File: config.mk
export PLATFORM = sky130hd
export DESIGN_NAME = konami_lb_sched
export DESIGN_NICKNAME = d
export VERILOG_FILES = /design/src/rtl/konami_lb_sched.sv
export SDC_FILE = /design/constraint.sdc
export NUM_CORES = 1
export LEC_CHECK = 0
export CORE_ASPECT_RATIO = 0.7
export CORE_MARGIN = 4
export CORE_UTILIZATION = 49
export DETAILED_ROUTE_END_ITERATION = 8
export PLACE_DENSITY = 0.83
export SYNTH_ARGS = -nofsm -noshare
export SYNTH_HDL_FRONTEND = slang
export SYNTH_SLANG_ARGS = --single-unit
File: constraint.sdc
create_clock -name clk -period 3 [get_ports clk]
set_clock_uncertainty 0.05 [all_clocks]
set_input_delay 0.6 -clock clk [delete_from_list [all_inputs] [get_ports clk]]
set_output_delay 0.6 -clock clk [all_outputs]
set_load 0.01 [all_outputs]
File: src/rtl/konami_lb_sched.sv
// Ping-pong scheduler for the A/B sprite line buffer: scan-out, clear-after-read, writer arbitration, bank swap.
// Clear-after-read (and pix_en spacing check) enabled by defining KONAMI_LB_SCAN_CLEAR_EN.
module konami_lb_sched #(
  parameter int PIX_W    = 4,
  parameter int ADDR_W   = 8,
  parameter int LINE_LEN = 256
) (
  input  logic              clk,
  input  logic              nReset,
  input  logic              line_start,
  input  logic              pix_en,
  input  logic              wr_req,
  input  logic [ADDR_W-1:0] wr_addr,
  input  logic [PIX_W-1:0]  wr_data,
  output logic              wr_ack,
  output logic              bank_sel,
  output logic [ADDR_W-1:0] disp_addr,
  output logic              disp_rd,
  output logic              disp_we,
  input  logic [PIX_W-1:0]  disp_rdata,
  output logic [ADDR_W-1:0] wb_addr,
  output logic              wb_we,
  output logic [PIX_W-1:0]  wb_wdata,
  output logic [PIX_W-1:0]  cc,
  output logic              zero,
  output logic              err
);

  // state | meaning
  // IDLE  | waiting for line_start (or a queued one)
  // SCAN  | issuing display reads on pix_en
  // DRAIN | last read in flight, its clear follows
  // SWAP  | writer stalled, bank_sel toggles at end of this clk
  typedef enum logic [1:0] {IDLE, SCAN, DRAIN, SWAP} state_t;

`ifdef KONAMI_LB_SCAN_CLEAR_EN
  localparam bit CLEAR_EN = 1'b1;
`else
  localparam bit CLEAR_EN = 1'b0;
`endif

  localparam int CNT_W = ADDR_W + 1;
  localparam logic [CNT_W-1:0] LAST_PIX = CNT_W'(LINE_LEN - 1);

  state_t           state;
  logic             pending;
  logic [CNT_W-1:0] pix_cnt;
  logic             rd_d;
  logic             in_line;
  logic             clear_slot;
  logic             rd_go;
  logic             spacing_err;
  logic             overrun;

  assign in_line     = (state == SCAN) || (state == DRAIN);
  // A registered disp_rd means this clk is the clear slot for that address.
  assign clear_slot  = CLEAR_EN && disp_rd;
  assign rd_go       = (state == SCAN) && pix_en && !clear_slot;
  assign spacing_err = in_line && pix_en && clear_slot;
  assign overrun     = in_line && line_start;

  assign wr_ack = wr_req && (state != SWAP);
  assign zero   = (cc == '0);

  always_ff @(posedge clk or negedge nReset) begin
    if (!nReset) begin
      state     <= IDLE;
      pending   <= 1'b0;
      pix_cnt   <= '0;
      rd_d      <= 1'b0;
      bank_sel  <= 1'b0;
      disp_addr <= '0;
      disp_rd   <= 1'b0;
      disp_we   <= 1'b0;
      cc        <= '0;
      err       <= 1'b0;
      wb_addr   <= '0;
      wb_we     <= 1'b0;
      wb_wdata  <= '0;
    end else begin
      disp_rd <= rd_go;
      disp_we <= clear_slot;
      rd_d    <= disp_rd;

      if (rd_go) begin
        disp_addr <= pix_cnt[ADDR_W-1:0];
        pix_cnt   <= pix_cnt + 1'b1;
      end

      // Read data arrives one clk after the strobe, whatever state we are in by then.
      if (rd_d) cc <= disp_rdata;

      if (spacing_err || overrun) err <= 1'b1;

      // Transparent (zero) pixels are acknowledged but never written.
      wb_we <= wr_ack && (wr_data != '0);
      if (wr_ack && (wr_data != '0)) begin
        wb_addr  <= wr_addr;
        wb_wdata <= wr_data;
      end

      case (state)
        IDLE: begin
          if (line_start || pending) begin
            state   <= SCAN;
            pending <= 1'b0;
            pix_cnt <= '0;
          end
        end
        SCAN: begin
          if (line_start) begin
            state   <= SWAP;
            pending <= 1'b1;
          end else if (rd_go && (pix_cnt == LAST_PIX)) begin
            state <= DRAIN;
          end
        end
        DRAIN: begin
          state <= SWAP;
          if (line_start) pending <= 1'b1;
        end
        SWAP: begin
          bank_sel <= ~bank_sel;
          state    <= IDLE;
          if (line_start) pending <= 1'b1;
        end
        default: state <= IDLE;
      endcase
    end
  end

endmodule

; After elaboration in Yosys (flattened, before gate mapping)
; Cells that the tools add are included.
[word_totals]
input_bits = 21
out_inout_bits = 31
regBits = 41
wordCells = 45
[classes]
mux = 10
n_eq_ne = 8
addsub = 1
n_reduce_logical = 13
bitwise = 1
[ops]
columns = cell, count
row1 = $mux 9, 3
row2 = $add 9x1->9 const B, 1
row3 = $eq 9x8->1 const B, 1
row4 = $pmux 2 s4, 1
row5 = $mux 2, 3
row6 = $logic_and 1x1->1, 5
row7 = $eq 2x2->1 const B, 2
row8 = $logic_not 4->1, 1
row9 = $ne 2x2->1 const B, 2
row10 = $reduce_and 2->1, 2
row11 = $reduce_bool 4->1, 1
row12 = $ne 3x2->1 const B, 1
row13 = $reduce_or 3->1, 1
row14 = $eq 2x1->1 const B, 1
row15 = $logic_not 2->1, 1
row16 = $logic_or 1x1->1, 2
row17 = $mux 1, 2
row18 = $ne 2x1->1 const B, 1
row19 = $pmux 1 s2, 1
row20 = $not 1->1, 1

; Longest topological paths before layout
; Gate-level depths: netlist of run 1.
[logic_depth]
ltp_word = 6
depth_mapped = 8
depth_no_buf = 8

; Worst setup path after synthesis of run 1
; No wires, ideal clock.
[synth_timing]
kind = reg2reg
from = register pix_cnt[2]
to = register state[1]
period_less_slack_ns = 1.804
stages_incl_launch_ff = 8
setup_slack_ns = 1.196
arrival_ns = 1.630
setup_time_ns = 0.125
path_buffers = 0
required_ns = 2.825
path_cell_list = dfrtp_1 -> and3_1 -> nand3_1 -> nor2_1 -> ha_1 -> a21bo_2 -> a21oi_1 -> mux2_2
[synth_between]
elab_chain_cells = 4
[synth_rtl]
columns = item, line_no
row1 = "start, declared", 47  ; logic [CNT_W-1:0] pix_cnt;
row2 = "start signal, assigned", 87  ; pix_cnt <= pix_cnt + 1'b1;
row3 = $eq 9x8->1, 114  ; end else if (rd_go && (pix_cnt == LAST_PIX)) begin
row4 = $logic_and 1x1->1, 114
row5 = $ne 3x2->1 (no line), --
row6 = $reduce_and 2->1 (no line), --
row7 = "end signal, assigned", 112  ; state <= SWAP;
row8 = "end signal, assigned", 115  ; state <= DRAIN;
row9 = "end signal, assigned", 119  ; state <= SWAP;
row10 = "end, declared", 45  ; state_t state;
; Every way passes these cells.
; A chain may end at the register's enable or synchronous reset.

; Worst setup path in the final report of run 1
[layout_timing]
from = input wr_req
to = output wr_ack
[layout_between]
elab_chain_cells = 1
[layout_rtl]
columns = item, line_no
row1 = "start, declared", 12  ; input logic wr_req,
row2 = $logic_and 1x1->1, 62  ; assign wr_ack = wr_req && (state != SWAP);
row3 = "end, declared", 15  ; output logic wr_ack,
; Every way passes these cells.

==> results of run 1 <==
-- where the power goes --
part	internal [mW]	leakage (nW)	switching [mW]
logic	0.468	0.483	0.329
clock network	0.182	0.0433	0.175
registers	0.727	0.516	0.110
-- per-layer routing --
metal  GRT usage [%]  vias to the layer above  wire length [um]
met5               0                        -                 0
met4            6.73                        0                56
met3            6.94                        5               170
met2            27.2                       30              1630
met1            22.5                      534              1490
li1                -                      544                 -
-- cell type report --
| class | instances | area, um^2 |
|---|---|---|
| clock buffers | 6 | 82.6 |
| clock inverters | 1 | 7.51 |
| fillers | 219 | 918 |
| inverters | 5 | 21.3 |
| multi-input cells | 78 | 644 |
| flip-flops and latches | 41 | 1030 |
| well taps | 47 | 58.8 |
| repair buffers | 50 | 495 |
-- state kept, by name (all words and copies together) (netlist names) --
| name | count |
|---|---|
| pending | 1 |
| wb_we | 1 |
| state | 2 |
| wb_wdata | 4 |
| disp_rd | 1 |
| pix_cnt | 9 |
| err | 1 |
| cc | 4 |
| wb_addr | 8 |
| disp_addr | 8 |
| bank_sel | 1 |
| rd_d | 1 |
-- cells in the mapped netlist --
library cell  count
a22o_1            1
nand2_1           7
inv_1             4
o41ai_4           1
nand4_1           3
and2b_1           1
nor4_1            1
nand2b_1          1
mux2_2           23
nor2b_1           1
conb_1            1
o21bai_1          1
a21oi_1           4
a21bo_2           1
a22o_2            1
xnor2_1           1
a21o_1            1
nor2_1           12
dfrtp_1          41
and4_1            1
buf_4             1
inv_4             1
clkbuf_1          2
and3_1            1
nand3_1           1
ha_1              6
a2111oi_0         1
xor2_1            7
-- logic make-up after synthesis --
family | Yosys count
compound gates | 11
xor+xnor | 8
fa+ha+maj | 6
buf+inv | 8
flops | 41
mux | 23
other cells | 1
simple gates | 29
-- per-stage QoR --
stage	total power [mW]	area [um^2]
after floorplan	1.24	1710
after global placement	1.62	2250
after detailed placement	1.66	2250
after CTS	2.02	2340
after global routing	2.13	2340
final	1.99	2340
-- worst max-delay path by stage --
stage | from | end | slack, ns
final | wr_req | wr_ack | 0.51
after global routing | state[0]$_DFFE_PN0P_ | wr_ack | 0.45
after CTS | wr_req | wr_ack | 0.50
after detailed placement | wr_req | wr_ack | 0.50
after global placement | wr_req | wr_ack | 0.54
after floorplan | pix_cnt[2]$_DFF_PN0_ | state[1]$_DFFE_PN0P_ | 1.20
==> impl_metrics.ini, run 1 <==
[outcome]
status = complete, no violations

[hold_path]
min_delay_worst_endpoint = rd_d$_DFF_PN0_
hold_path.class = reg -> reg
hold_depth = 0
hp-start = disp_rd$_DFF_PN0_

[placed_design]
gp_congestion = 0.761
dp_hpwl_um = 2570
dp.cells = 221
dp_slack_ns = 0.499
port_buffers = 50

[yosys]
muxShareOfSynthArea_pct = 15.2
synth-warning-count = 0
ys_types = 28
synthAdderAreaFrac_pct = 4.40
netlist.area_leader.share_pct = 60.1
syn_area_per_cell_um2 = 13.4
yosys.area_share.xor_xnor_pct = 4.11
yosys.area.top_type = dfrtp_1
synth_top_family_by_area = multiplexers
synth_compound_gate_area_share_pct = 5.87
ys_seq_area_share_pct = 60.1
synth-simple-area-share_pct = 7.99
synth_fp_nets = 154
synth_area_leaders = dfrtp_1 (60%), mux2_2 (15%), ha_1 (4.4%), xor2_1 (3.6%), nor2_1 (2.6%)
ys_seq_elements = 41
syn_inst = 127
syn-cell-area_um2 = 1710

[floorplan]
die-width_um = 78.5
num_rows = 17
dieArea_um2 = 4510
start_util_pct = 52.4
coreArea_um2 = 3250
ios = 52
die_h_um = 57.4

[setup_path]
crit_arrival_ns = 1.84
cp-start-kind = primary input
worstPathCellList = clkdlybuf4s50_1 > and2b_1 > clkdlybuf4s50_1
cp_top_family = buffers and inverters
crit_path_frequent_cell = clkdlybuf4s50_1
r2r_start = pix_cnt[2]$_DFF_PN0_
reg2reg_depth = 7
cp_slowest_cell = clkdlybuf4s50_1
path_class = in -> out
reg2reg_slack_ns = 1.01
critPathMaxFanout = 4
cp.depth = 3
end_kind = output port
cp_data_required_time_ns = 2.35
critPathBufInv = 2
cpPeakStageDelay_ns = 0.58
timing.rr.end = state[1]$_DFFE_PN0P_

[sta]
rsz0062_at_grt = false
fin_ws_ns = 0.507
hold_ws_ns = 0.337
fmaxAchievable_mhz = 401
drv_slew = 0
maxSlewHeadroom_pct = 42.6
fin_crit_sh_pct = 83.1
final-hold-violation-count = 0
min_period_ns = 2.49
tns_ns = 0
worst_pin_slew_ns = 0.860
setup_viol = 0

[grt]
antenna_found_initial = 0
grt_overflow_total = 0
grt_pass1_wl_um = 5940
grt_pass1_vias = 1213
grt_max_degree = 42
grt_usage_pct = 17.6

[clock_tree]
cts_sinks = 41
clock_latency_ns = 0.29
path_clk_slew_ns = 0.07
cts_setup_buffers = 0
post_cts_resized = 0
htreeDepth = 2
clock-root-buffer = clkbuf_8
hold_buffers = 0
cts_made_buffers = 5
cts_tree = built
clk_path_buf_depth = 2

[flow_run]
maxCapViolCount = 0

[route]
via_per_inst = 4.88
dr.pass1.iters = 4
drt-total-wl_um = 3350
drt_iter0_drc = 69
drtAntennaViolNets = 0
vias = 1113
drc = 0
detail_route.wl_per_cell_um = 14.7

[final_layout]
final_core_util_pct = 71.8
n_antenna_cell = 0
fin_nets = 208
layout_common_cells = clkdlybuf4s50_1 (49), dfrtp_1 (41), mux2_2 (23)
instances_no_fill = 228
final_common_cell = clkdlybuf4s50_1
layout-drive-gt1-share_pct = 19.3
area_growth_pct = 36.9

[pwr]
vdd_ir_drop_max_v = 0.000581
p_leak_nw = 1.04
power.density_nw_per_um2 = 852
Power figures use the tool's default switching activity.
==> run 2: changes to the inputs <==
--- a/config.mk
+++ b/config.mk
@@ -7,9 +7,9 @@
 export LEC_CHECK = 0
 export CORE_ASPECT_RATIO = 0.7
 export CORE_MARGIN = 4
-export CORE_UTILIZATION = 49
+export CORE_UTILIZATION = 41
 export DETAILED_ROUTE_END_ITERATION = 8
-export PLACE_DENSITY = 0.83
+export PLACE_DENSITY = 0.74
 export SYNTH_ARGS = -nofsm -noshare
 export SYNTH_HDL_FRONTEND = slang
 export SYNTH_SLANG_ARGS = --single-unit
==> constraint.sdc (replaced) <==
create_clock -name clk -period 2.1 [get_ports clk]
set_clock_uncertainty 0.05 [all_clocks]
set_input_delay 0.42 -clock clk [delete_from_list [all_inputs] [get_ports clk]]
set_output_delay 0.42 -clock clk [all_outputs]
set_load 0.01 [all_outputs]
==> run 2 against run 1 <==
  * First-iteration DRC count decreased by 59%
  * Power grew 46%
  * Die area grew 17%
  * Register-to-register slack lost 0.84 ns
  * Utilization decreased by 12 points
  * Worst hold slack got worse by 0.21 ns
  * Highest routed layer unchanged
  * Sequential share of layout area fell by 0.83 points
  * Cell count up 4.4%
  * Clock-buffer cell count stayed put
  * Critical path depth rose by 4
==> impl_metrics.ini, run 2 (synthesis gave the netlist of run 1 again) <==
[floorplan]
start_util_pct = 43.0
die-width_um = 85.1
ios = 52
dieArea_um2 = 5280
num_rows = 19
coreArea_um2 = 3970
die_h_um = 62.0

[route]
dr.pass1.iters = 4
drtAntennaViolNets = 0
drt-total-wl_um = 3450
drt_iter0_drc = 28
drc = 0
via_per_inst = 4.96
vias = 1180
detail_route.wl_per_cell_um = 14.5

[grt]
grt_usage_pct = 14.2
grt_overflow_total = 0
antenna_found_initial = 0
grt_pass1_wl_um = 5610
grt_pass1_vias = 1192
grt_max_degree = 42

[final_layout]
instances_no_fill = 238
area_growth_pct = 39.5
n_antenna_cell = 0
layout_common_cells = clkdlybuf4s50_1 (47), dfrtp_1 (41), mux2_2 (23)
layout-drive-gt1-share_pct = 22.0
fin_area_um2 = 2380
largest_register = pix_cnt
nFillCells = 344
reg.largest.list = pix_cnt x9, disp_addr x8, wb_addr x8
fin_nets = 212
largest_reg_flops = 9
ff_latch_area_um2 = 1030
multi_input_area_um2 = 649
final_common_cell = clkdlybuf4s50_1

[placed_design]
placed_area_um2 = 2280
gp_congestion = 0.773
port_buffers = 50
dp_hpwl_um = 2600
dp_slack_ns = 0.0449
dp.cells = 230

[clock_tree]
path_clk_slew_ns = 0.07
hold_buffers = 0
clock_latency_ns = 0.29
clk_path_buf_depth = 2
cts_tree = built
htreeDepth = 2
cts_made_buffers = 5
cts_setup_buffers = 0
clock-root-buffer = clkbuf_8
cts_sinks = 41

[pwr]
power.density_nw_per_um2 = 1220
p_leak_nw = 1.08
vdd_ir_drop_max_v = 0.000580

[sta]
tns_ns = 0
hold_ws_ns = 0.126
min_period_ns = 1.93
fin_crit_sh_pct = 91.7
worst_pin_slew_ns = 0.495
final-hold-violation-count = 0
setup_viol = 0
fmaxAchievable_mhz = 519
drv_slew = 0
fin_ws_ns = 0.173
rsz0062_at_grt = false
maxSlewHeadroom_pct = 66.9

[setup_path]
path_class = reg -> reg
critPathMaxFanout = 5
reg2reg_depth = 7
crit_arrival_ns = 2.05
crit_path_start = pix_cnt[2]$_DFF_PN0_
cp-start-kind = flop
cp_data_required_time_ns = 2.22
r2r_start = pix_cnt[2]$_DFF_PN0_
end_kind = flop

[outcome]
status = complete, no violations

[flow_run]
maxCapViolCount = 0

[hold_path]
hold_path.class = in -> async
## run 2: per-layer routing
layer / routed length [um] / GRT usage, %
met3: 297 / 5.80
met5: 0 / 0
met1: 1590 / 17.8
met2: 1530 / 22.7
met4: 37 / 5.19
## run 2: cell type report
class / instances / share of cell area (%)
Timing Repair Buffer: 54 / 22.0
Sequential cell: 41 / 43.1
Clock buffer: 6 / 3.47
Clock inverter: 2 / 0.578
Multi-Input combinational cell: 78 / 27.3
Inverter: 5 / 0.893
Tap cell: 52 / 2.73
## run 2: stage by stage
stage	utilization [%]	total power, mW
2_1_floorplan	-	1.77
3_3_place_gp	57.5	2.34
3_5_place_dp	57.5	2.40
4_1_cts	59.8	2.92
5_1_grt	60.0	3.10
6_report	60.0	2.90
## run 2: timing repair
item	4_1_cts	5_1_grt
resized for setup	2	2
pin swaps	0	0
endpoints found under the setup margin	2	1
## run 2: power by group
group	total [mW]	internal (mW)	switching [mW]
clock	0.527	0.266	0.261
sequential	1.20	1.04	0.166
combinational	1.17	0.691	0.476
## run 2: worst max-delay path, cell delays in order, from the launching register on
cell	delay, ns
dfrtp_1	0.44
and3_1	0.25
nand3_1	0.09
nor2_1	0.05
ha_1	0.18
a21bo_2	0.22
a21oi_2	0.18
mux2_2	0.35
## run 2: worst paths after layout
path                                            end  slack (ns)
max in group asynchronous  disp_addr[7]$_DFFE_PN0P_        1.53
max                            state[1]$_DFFE_PN0P_        0.17
min in group clk                     rd_d$_DFF_PN0_        0.33
min                         wb_wdata[0]$_DFFE_PN0P_        0.13
min reg2reg                          rd_d$_DFF_PN0_        0.33
max reg2reg                    state[1]$_DFFE_PN0P_        0.17
